--- config.mk ---
export PLATFORM = sky130hd
export DESIGN_NAME = fifo_wr_packer
export DESIGN_NICKNAME = d
export VERILOG_FILES = /design/src/rtl/fifo_wr_pkg.sv /design/src/rtl/fifo_wr_stats.sv /design/src/rtl/fifo_wr_packer.sv
export SDC_FILE = /design/constraint.sdc
export NUM_CORES = 1
export LEC_CHECK = 0
export ABC_AREA = 1
export ABC_CLOCK_PERIOD_IN_PS = 3900
export BUFFER_PORTS_ARGS = -buffer_cell sky130_fd_sc_hd__buf_2
export CELL_PAD_IN_SITES_DETAIL_PLACEMENT = 0
export CELL_PAD_IN_SITES_GLOBAL_PLACEMENT = 1
export CORE_MARGIN = 2
export CORE_UTILIZATION = 41
export DETAILED_ROUTE_END_ITERATION = 10
export HOLD_SLACK_MARGIN = 0.15
export PLACE_DENSITY = 0.94
export RECOVER_POWER = 100
export SLEW_MARGIN = 5
export SYNTH_ARGS = -nofsm -noshare
export SYNTH_HDL_FRONTEND = slang
export SYNTH_SLANG_ARGS = --single-unit
--- constraint.sdc ---
create_clock -name fifo_wclk -period 3.9 [get_ports fifo_wclk]
set_clock_uncertainty 0.2 [all_clocks]
set_input_delay 0.78 -clock fifo_wclk [delete_from_list [all_inputs] [get_ports fifo_wclk]]
set_output_delay 0.78 -clock fifo_wclk [all_outputs]
set_load 0.01 [all_outputs]
--- src/rtl/fifo_wr_pkg.sv ---
`default_nettype none
// ============================================================================
//  Module   : fifo_wr_pkg
//  Purpose  : Shared types and helpers for the COREFIFO write-side packer:
//             ACC/HOLD state encoding, write-word width and PAD replication.
//  Revision : 1.0 - initial release
// ============================================================================
package fifo_wr_pkg;

    // ACC: no completed word waiting; HOLD: out_word is waiting for the FIFO.
    typedef enum logic [0:0] {
        ST_ACC  = 1'b0,
        ST_HOLD = 1'b1
    } wr_state_e;

    // Widest packed word the PAD helper can build.
    localparam int c_MAX_W = 1024;

    // Packed FIFO word width for a given sample width and packing factor.
    function automatic int write_width(input int in_width, input int pack);
        return in_width * pack;
    endfunction

    // Replicate one PAD sample into every lane; pad must be zero above in_width.
    function automatic logic [c_MAX_W-1:0] pad_fill(input logic [c_MAX_W-1:0] pad,
                                                    input int               in_width,
                                                    input int               pack);
        logic [c_MAX_W-1:0] r;
        r = '0;
        for (int j = 0; j < pack; j++) begin
            r = r | (pad << (j * in_width));
        end
        return r;
    endfunction

endpackage
`default_nettype wire

--- src/rtl/fifo_wr_stats.sv ---
`default_nettype none
// ============================================================================
//  Module   : fifo_wr_stats
//  Purpose  : Write/drop statistics for the FIFO packer. wr_count wraps,
//             drop_count saturates, overflow is sticky; a clear beats any
//             increment on the same edge.
//  Revision : 1.0 - initial release
// ============================================================================
module fifo_wr_stats #(
    parameter int CNT_W = 16
) (
    input  logic             fifo_wclk,
    input  logic             fifo_reset,
    input  logic             clr_i,
    input  logic             inc_wr_i,
    input  logic             inc_drop_i,
    output logic [CNT_W-1:0] wr_count_o,
    output logic [CNT_W-1:0] drop_count_o,
    output logic             overflow_o
);

    localparam logic [CNT_W-1:0] c_CNT_MAX = {CNT_W{1'b1}};

    logic [CNT_W-1:0] wr_q,   wr_d;
    logic [CNT_W-1:0] drop_q, drop_d;
    logic             ovf_q,  ovf_d;

    // Next-state: clear has priority, then wrap/saturate increments.
    always_comb begin
        wr_d   = wr_q;
        drop_d = drop_q;
        ovf_d  = ovf_q;
        if (clr_i) begin
            wr_d   = '0;
            drop_d = '0;
            ovf_d  = 1'b0;
        end else begin
            if (inc_wr_i) begin
                wr_d = wr_q + 1'b1;
            end
            if (inc_drop_i) begin
                ovf_d = 1'b1;
                if (drop_q != c_CNT_MAX) begin
                    drop_d = drop_q + 1'b1;
                end
            end
        end
    end

    // Counter registers with asynchronous active-low reset.
    always_ff @(posedge fifo_wclk or negedge fifo_reset) begin
        if (!fifo_reset) begin
            wr_q   <= '0;
            drop_q <= '0;
            ovf_q  <= 1'b0;
        end else begin
            wr_q   <= wr_d;
            drop_q <= drop_d;
            ovf_q  <= ovf_d;
        end
    end

    assign wr_count_o   = wr_q;
    assign drop_count_o = drop_q;
    assign overflow_o   = ovf_q;

endmodule
`default_nettype wire

--- src/rtl/fifo_wr_packer.sv ---
`default_nettype none
// ============================================================================
//  Module   : fifo_wr_packer
//  Purpose  : Packs PACK narrow samples into one FIFO write word, drives the
//             COREFIFO we/wdata pair against the full flag, and either
//             backpressures upstream or drops whole words when full.
//  Revision : 1.0 - initial release
// ============================================================================
module fifo_wr_packer
    import fifo_wr_pkg::*;
#(
    parameter int                  IN_WIDTH     = 9,
    parameter int                  PACK         = 2,
    parameter int                  WE_POLARITY  = 1,
    parameter int                  DROP_ON_FULL = 0,
    parameter logic [IN_WIDTH-1:0] PAD          = '0,
    parameter int                  CNT_W        = 16
) (
    input  logic                     fifo_wclk,
    input  logic                     fifo_reset,
    input  logic                     in_valid,
    output logic                     in_ready,
    input  logic [IN_WIDTH-1:0]      in_data,
    input  logic                     in_last,
    input  logic                     full,
    output logic                     we,
    output logic [IN_WIDTH*PACK-1:0] wdata,
    input  logic                     clr_stats,
    output logic [CNT_W-1:0]         wr_count,
    output logic [CNT_W-1:0]         drop_count,
    output logic                     overflow
);

    localparam int                   c_WW        = write_width(IN_WIDTH, PACK);
    localparam int                   c_LANE_W    = (PACK > 1) ? $clog2(PACK) : 1;
    localparam logic [c_LANE_W-1:0]  c_LAST_LANE = c_LANE_W'(PACK - 1);
    localparam logic                 c_DROP      = (DROP_ON_FULL != 0);
    localparam logic                 c_WE_LOW    = (WE_POLARITY != 0);
    localparam logic [c_MAX_W-1:0]   c_PAD_ALL   =
        pad_fill({{(c_MAX_W-IN_WIDTH){1'b0}}, PAD}, IN_WIDTH, PACK);
    localparam logic [c_WW-1:0]      c_PAD_WORD  = c_PAD_ALL[c_WW-1:0];

    wr_state_e           state_q, state_d;
    logic [c_LANE_W-1:0] lane_q, lane_d;
    logic [c_WW-1:0]     acc_q, acc_d;
    logic [c_WW-1:0]     out_word_q, out_word_d;

    logic                w_pending;
    logic                w_accept;
    logic                w_complete;
    logic                w_xfer;
    logic                w_drop;
    logic                w_load;
    logic                w_we_active;
    logic [c_WW-1:0]     w_merged;

    assign w_pending   = (state_q == ST_HOLD);
    assign w_xfer      = w_pending & ~full;
    assign in_ready    = c_DROP ? 1'b1 : (~w_pending | ~full);
    assign w_accept    = in_valid & in_ready;
    assign w_complete  = w_accept & ((lane_q == c_LAST_LANE) | in_last);
    // A completing word is discarded only when the held word cannot leave.
    assign w_drop      = c_DROP & w_complete & w_pending & full;
    assign w_load      = w_complete & ~w_drop;
    assign w_we_active = w_xfer;
    assign we          = c_WE_LOW ? ~w_we_active : w_we_active;
    assign wdata       = out_word_q;

    // Accumulator with the incoming sample merged at lane_q; lanes above are PAD.
    always_comb begin
        w_merged = acc_q;
        for (int j = 0; j < PACK; j++) begin
            if (c_LANE_W'(j) == lane_q) begin
                w_merged[j*IN_WIDTH +: IN_WIDTH] = in_data;
            end else if (c_LANE_W'(j) > lane_q) begin
                w_merged[j*IN_WIDTH +: IN_WIDTH] = PAD;
            end
        end
    end

    // Next-state for lane counter, accumulator, output word and ACC/HOLD FSM.
    always_comb begin
        state_d    = state_q;
        lane_d     = lane_q;
        acc_d      = acc_q;
        out_word_d = out_word_q;

        if (w_accept) begin
            if (w_complete) begin
                lane_d = '0;
                acc_d  = c_PAD_WORD;
            end else begin
                lane_d = lane_q + 1'b1;
                acc_d  = w_merged;
            end
        end

        // Reload on completion, even when the previous word leaves on this edge.
        if (w_load) begin
            out_word_d = w_merged;
        end

        case (state_q)
            ST_ACC: begin
                if (w_load) begin
                    state_d = ST_HOLD;
                end
            end
            ST_HOLD: begin
                if (w_xfer && !w_load) begin
                    state_d = ST_ACC;
                end
            end
            default: begin
                state_d = ST_ACC;
            end
        endcase
    end

    // State registers; reset discards any partial or pending word.
    always_ff @(posedge fifo_wclk or negedge fifo_reset) begin
        if (!fifo_reset) begin
            state_q    <= ST_ACC;
            lane_q     <= '0;
            acc_q      <= c_PAD_WORD;
            out_word_q <= '0;
        end else begin
            state_q    <= state_d;
            lane_q     <= lane_d;
            acc_q      <= acc_d;
            out_word_q <= out_word_d;
        end
    end

    fifo_wr_stats #(
        .CNT_W (CNT_W)
    ) u_stats (
        .fifo_wclk    (fifo_wclk),
        .fifo_reset   (fifo_reset),
        .clr_i        (clr_stats),
        .inc_wr_i     (w_xfer),
        .inc_drop_i   (w_drop),
        .wr_count_o   (wr_count),
        .drop_count_o (drop_count),
        .overflow_o   (overflow)
    );

endmodule
`default_nettype wire

# Word level (Yosys, flattened, before mapping)

Index checks and enable logic that the tools add are counted.

Add/sub/neg operators: 2
Magnitude comparators: 2
Mux-type cells: 11
Bitwise operators: 8
Reductions and logical operators: 3

Operators by type and width:

| operator                | number |
|---|---|
| $mux W9                 | 4 |
| $mux W16                | 2 |
| $mux W18                | 1 |
| $add A16 B1 Y16 const B | 1 |
| $and A1 B1 Y1           | 3 |
| $mux W1                 | 3 |
| $not A1 Y1              | 3 |
| $gt A1 B1 Y1 const A    | 2 |
| $or A1 B1 Y1            | 2 |
| $pmux W1 S2             | 1 |
| $reduce_bool A2 Y1      | 1 |
| $add A1 B1 Y1 const B   | 1 |
| $logic_and A1 B1 Y1     | 1 |
| $logic_not A1 Y1        | 1 |

Register bits: 54
Logic and storage cells: 31

# Logic depth before layout (Yosys ltp)

Word-level depth: 8
Mapped depth: 9
Depth with buffers taken out: 9

# Hierarchy

From an unflattened synthesis, not the netlist that was laid out.

Cells, all modules: 412
Area total of the unflattened synthesis: 3155.5 sq um

By module, submodules not included:

| module         | times used | cells an instance | area each (sq um) | seq. area each (sq um) |
|---|---|---|---|---|
| fifo_wr_stats  | 1          | 255               | 1878.1            | 825.8 |
| fifo_wr_packer | 1          | 157               | 1277.5            | 725.7 |

# Least setup slack after synthesis

OpenSTA, ideal clock, no wires.

Kind: input to output
Start point: input port full
End point: output port we
Data arrival time: 0.935 ns
Required time: 2.920 ns
Setup slack: 1.985 ns
Stages: 2
Path buffers: 0
Cell sequence: inv_1 nand2_2

Word-level cells in the longest chain between the ends: 3

Ends and longest elaborated chain:

| element            | RTL line             | source |
|---|---|---|
| start: declaration | fifo_wr_packer.sv:25 | `input logic full,` |
| $not A1 Y1         | fifo_wr_packer.sv:58 | `assign w_xfer = w_pending & ~full;` |
| $and A1 B1 Y1      | fifo_wr_packer.sv:58 |  |
| $not A1 Y1         | fifo_wr_packer.sv:66 | `assign we = c_WE_LOW ? ~w_we_active : w_we_active;` |
| end: declaration   | fifo_wr_packer.sv:26 | `output logic we,` |

Every way passes these cells.

# Worst setup path after layout

Start point: register lane_q
End point: register out_word_q[4] (netlist: wdata[4])

Word-level cells in the longest chain between the ends: 3
Elaborated cells on any way between the ends: 5
Classes of those cells: order compare: 1; mux: 2; bitwise: 2

Ends and longest elaborated chain:

| element                  | RTL line              | source |
|---|---|---|
| start: declaration       | fifo_wr_packer.sv:44  | `logic [c_LANE_W-1:0] lane_q, lane_d;` |
| start signal: assignment | fifo_wr_packer.sv:129 | `lane_q <= lane_d;` |
| $gt A1 B1 Y1             | fifo_wr_packer.sv:75  | `end else if (c_LANE_W'(j) > lane_q) begin` |
| $mux W9                  | fifo_wr_packer.sv:75  |  |
| $mux W9                  | fifo_wr_packer.sv:73  | `if (c_LANE_W'(j) == lane_q) begin` |
| end signal: assignment   | fifo_wr_packer.sv:131 | `out_word_q <= out_word_d;` |
| end: declaration         | fifo_wr_packer.sv:46  | `logic [c_WW-1:0] out_word_q, out_word_d;` |

Several ways; a longest one is shown, not always the timed one.
A chain may end at the register's enable or synchronous reset.

==> metrics.log <==
INFO  metric layout_common_cells = 67 x nand2_1, 45 x dfrtp_1, 37 x clkbuf_1, 32 x o21ai_0, 29 x nor2_1
INFO  metric core_area = 0.00551 mm²
INFO  metric grt_pass1_wl = 7890 µm
INFO  metric synth.lib_cells_used.distinct = 23
INFO  metric initial_core_util = 0.424
INFO  metric cts_htree_levels = 2
INFO  metric yosysSeqAreaShare = 0.483
INFO  metric warnings_synthesis = 0
INFO  metric endpoint = wdata[4]$_DFFE_PN0N_
INFO  metric power-per-cell-area = about 450 mW/mm²
INFO  metric routed_via_density = 4.76
INFO  metric finalWeightedCongestion = 0.779
INFO  metric drt_pre_antenna_iters = 4
INFO  metric seq_power_share = 0.509
INFO  metric worstPathRequired = 3880 ps
INFO  metric cts.sinks = between 40 and 50
INFO  metric layout.filler_cells = between 500 and 600
INFO  metric dr_total_vias = 1861
INFO  metric number_of_global_route_vias_before_repair = 1719
INFO  metric floorplan.io_pins = 68
INFO  metric timing.final.max_slew_violations = 0
INFO  metric cts.repair_timing.setup_buffer_count = 0
INFO  metric cp_slowest_stage_delay = 1200 ps
INFO  metric drtAntennaViolNets = 0
INFO  metric worst-r2r-setup-slack = 1210 ps
INFO  metric tritoncts = built
INFO  metric final_layout_size_suffix_gt1_frac = 0.0972
INFO  metric grt_start_max_net_pins = 46
INFO  metric p_leak = 1.23 nW
INFO  metric tightestPinTransition = 1480 ps
INFO  metric start_kind = flop
INFO  metric count_of_endpoints_failing_hold_in_the_final_timing_report = 0
INFO  metric worst_ir_drop_on_vdd = roughly 0.26 mV
INFO  metric die_area = 0.00631 mm²
INFO  metric status = finished clean
INFO  metric cpMaxStageDelayCell = nor2_1
INFO  metric yosys_register_bits = between 40 and 50
INFO  metric synth.cell_area = 0.00233 mm²
INFO  metric hold_slack = 289 ps
INFO  metric clk_root_buffer_cell = clkbuf_8
INFO  metric cts_inserted_buffers = 5
INFO  metric min-delay-path-class = reg2reg
INFO  metric worstSetupPathType = reg2reg
INFO  metric die_w = 79.4 µm
INFO  metric critical_path_peak_fanout = 21
INFO  metric totalWireLength = approximately 4700 µm
INFO  metric setup_viol = 0
INFO  metric hold_buffers = 0
INFO  metric syn_to_final_growth = 9.06%
INFO  metric die_height = 79.4 µm
INFO  metric cts.path.max_buffers = 2
INFO  metric grt.overflow.total = 0
INFO  metric max-slew-margin-rel = 0.0130
INFO  metric max_clock_freq = 372 MHz
INFO  metric port_buffers = 50
INFO  metric critPathLaunch = lane_q$_DFFE_PN0P_
INFO  metric reg2reg_from = lane_q$_DFFE_PN0P_
INFO  metric data_arrival_time_at_the_worst_slack_endpoint = 2670 ps
INFO  metric routed_wire_length_per_instance = 12.1 µm
INFO  metric p_int = 0.794 mW
INFO  metric worst_slack = 1210 ps
INFO  metric post_synth_inst_count = 270
INFO  metric placementRows = 27
INFO  metric grt_resource_usage_total = 0.157
INFO  metric worst_setup_path_end_kind = flop
INFO  metric mostFrequentLayoutCell = nand2_1
INFO  metric first_iter_violations = between 100 and 150
INFO  metric r2r_path_end = wdata[4]$_DFFE_PN0N_
INFO  metric p_total = roughly 1.1 mW
INFO  metric post-dp-hpwl = 3280 µm
INFO  metric timing.final.crit_share = 0.690
INFO  metric fin_crit = between 2000 and 3000 ps
INFO  metric final.setup.tns = 0 ps
INFO  metric power_switching = about 0.34 mW
INFO  metric detailedPlace.worstSlack = 1550 ps
INFO  metric num-nets-final = 334
INFO  metric power_switching_share = 0.302
INFO  metric ctsResizeCount = 0
INFO  metric grt_setup_unrepaired = no
INFO  metric inserted_diodes = 0
INFO  metric antenna_found_initial = 0
INFO  metric share_comb_of_total_power = 0.181
INFO  metric share_clk_of_total_power = 0.311
INFO  metric worstRegToRegCells = 3
INFO  metric clock_latency = 300 ps
INFO  metric clk_pin_slew = 90 ps
INFO  metric cap_viol_max_count = 0
INFO  metric drcViolationCount = 0
INFO  metric post_synth.cell_area_avg = 8.64 µm²
INFO  metric worstPathCellList = nor2_1 > nor2_8 > mux2_1
-- how the worst min path moves through the flow --
stage	from	end	slack, ps	depth (start not counted)
2_1_floorplan	acc_q[8]$_DFFE_PN0P_	acc_q[8]$_DFFE_PN0P_	250	2
3_3_place_gp	acc_q[3]$_DFFE_PN0P_	acc_q[3]$_DFFE_PN0P_	260	2
3_5_place_dp	acc_q[3]$_DFFE_PN0P_	acc_q[3]$_DFFE_PN0P_	270	2
4_1_cts	acc_q[8]$_DFFE_PN0P_	acc_q[8]$_DFFE_PN0P_	290	2
5_1_grt	acc_q[1]$_DFFE_PN0P_	acc_q[1]$_DFFE_PN0P_	300	2
6_report	acc_q[8]$_DFFE_PN0P_	acc_q[8]$_DFFE_PN0P_	290	2
-- flip-flops by register name, summed over array words and instances, names as in the netlist --
name and cells:
lane_q 1, acc_q 9, u_stats.wr_count_o 16, state_q 1, wdata 18
-- routing by layer --
metal  global-route usage  share of wire
met5                    0              0
met4               0.0466          0.011
met3               0.0317          0.056
met2                0.257           0.47
met1                0.210           0.46
-- through the flow --
stage / area [µm²] / cells / utilization
2_1_floorplan: 2390 / 286 / -
4_1_cts: 2660 / 391 / 0.482
3_5_place_dp: 2540 / 383 / 0.462
6_report: 2540 / 391 / 0.462
5_1_grt: 2540 / 391 / 0.462
3_3_place_gp: 2540 / 383 / 0.462
-- power groups by stage --
stage | registers [mW] | logic (mW) | clock network, mW
floorplan | 0.600 | 0.160 | 0
global placement | 0.586 | 0.250 | 0
detailed placement | 0.588 | 0.254 | 0
CTS | 0.581 | 0.254 | 0.364
global route | 0.590 | 0.231 | 0.390
finish | 0.579 | 0.205 | 0.354
-- layout make-up --
cell class                      instances  area, µm²  share of cell area
Clock buffer                            6       72.6              0.0285
Inverter                               26       97.6              0.0383
Clock inverter                          2       38.8              0.0152
Sequential cell                        45       1130               0.442
Multi-Input combinational cell        190        915               0.359
Tap cell                               72       90.1              0.0354
Timing Repair Buffer                   50        205              0.0806
-- kinds of logic after synthesis --
group                    after synthesis  synth area share
AO/OA/AOI/OAI                         41            0.0879
adder cells (fa/ha/maj)                1           0.00536
buffers and inverters                 51             0.123
flip-flops                            45             0.483
multiplexers                           9            0.0579
other                                  1           0.00161
AND/OR/NAND/NOR                      122             0.242
-- worst max-delay path, delay by kind of cell (launching register included) --
| family | cells | cell delay (ps) |
|---|---|---|
| flip-flops | 1 | 620 |
| multiplexers | 1 | 390 |
| AND/OR/NAND/NOR | 2 | 1360 |
-- synthesized netlist by cell type --
library cell   n  area share
a21oi_1        7       0.015
buf_2          4      0.0086
buf_4         18       0.058
buf_6          3       0.014
clkinv_1       1      0.0016
conb_1         1      0.0016
dfrtp_1       45        0.48
ha_1           1      0.0054
inv_1         22       0.035
inv_2          3      0.0048
mux2_4         9       0.058
nand2_1       65        0.10
nand2_2        5       0.013
nand2_4        1      0.0048
nand3_1       16       0.034
nand3_2        1      0.0043
nor2_1        24       0.039
nor2_2         4       0.011
nor2_4         4       0.019
nor2_8         1      0.0086
nor3b_1        1      0.0032
o21ai_0       32       0.069
o21ai_1        2      0.0043
(Power assumes the default switching activity.)
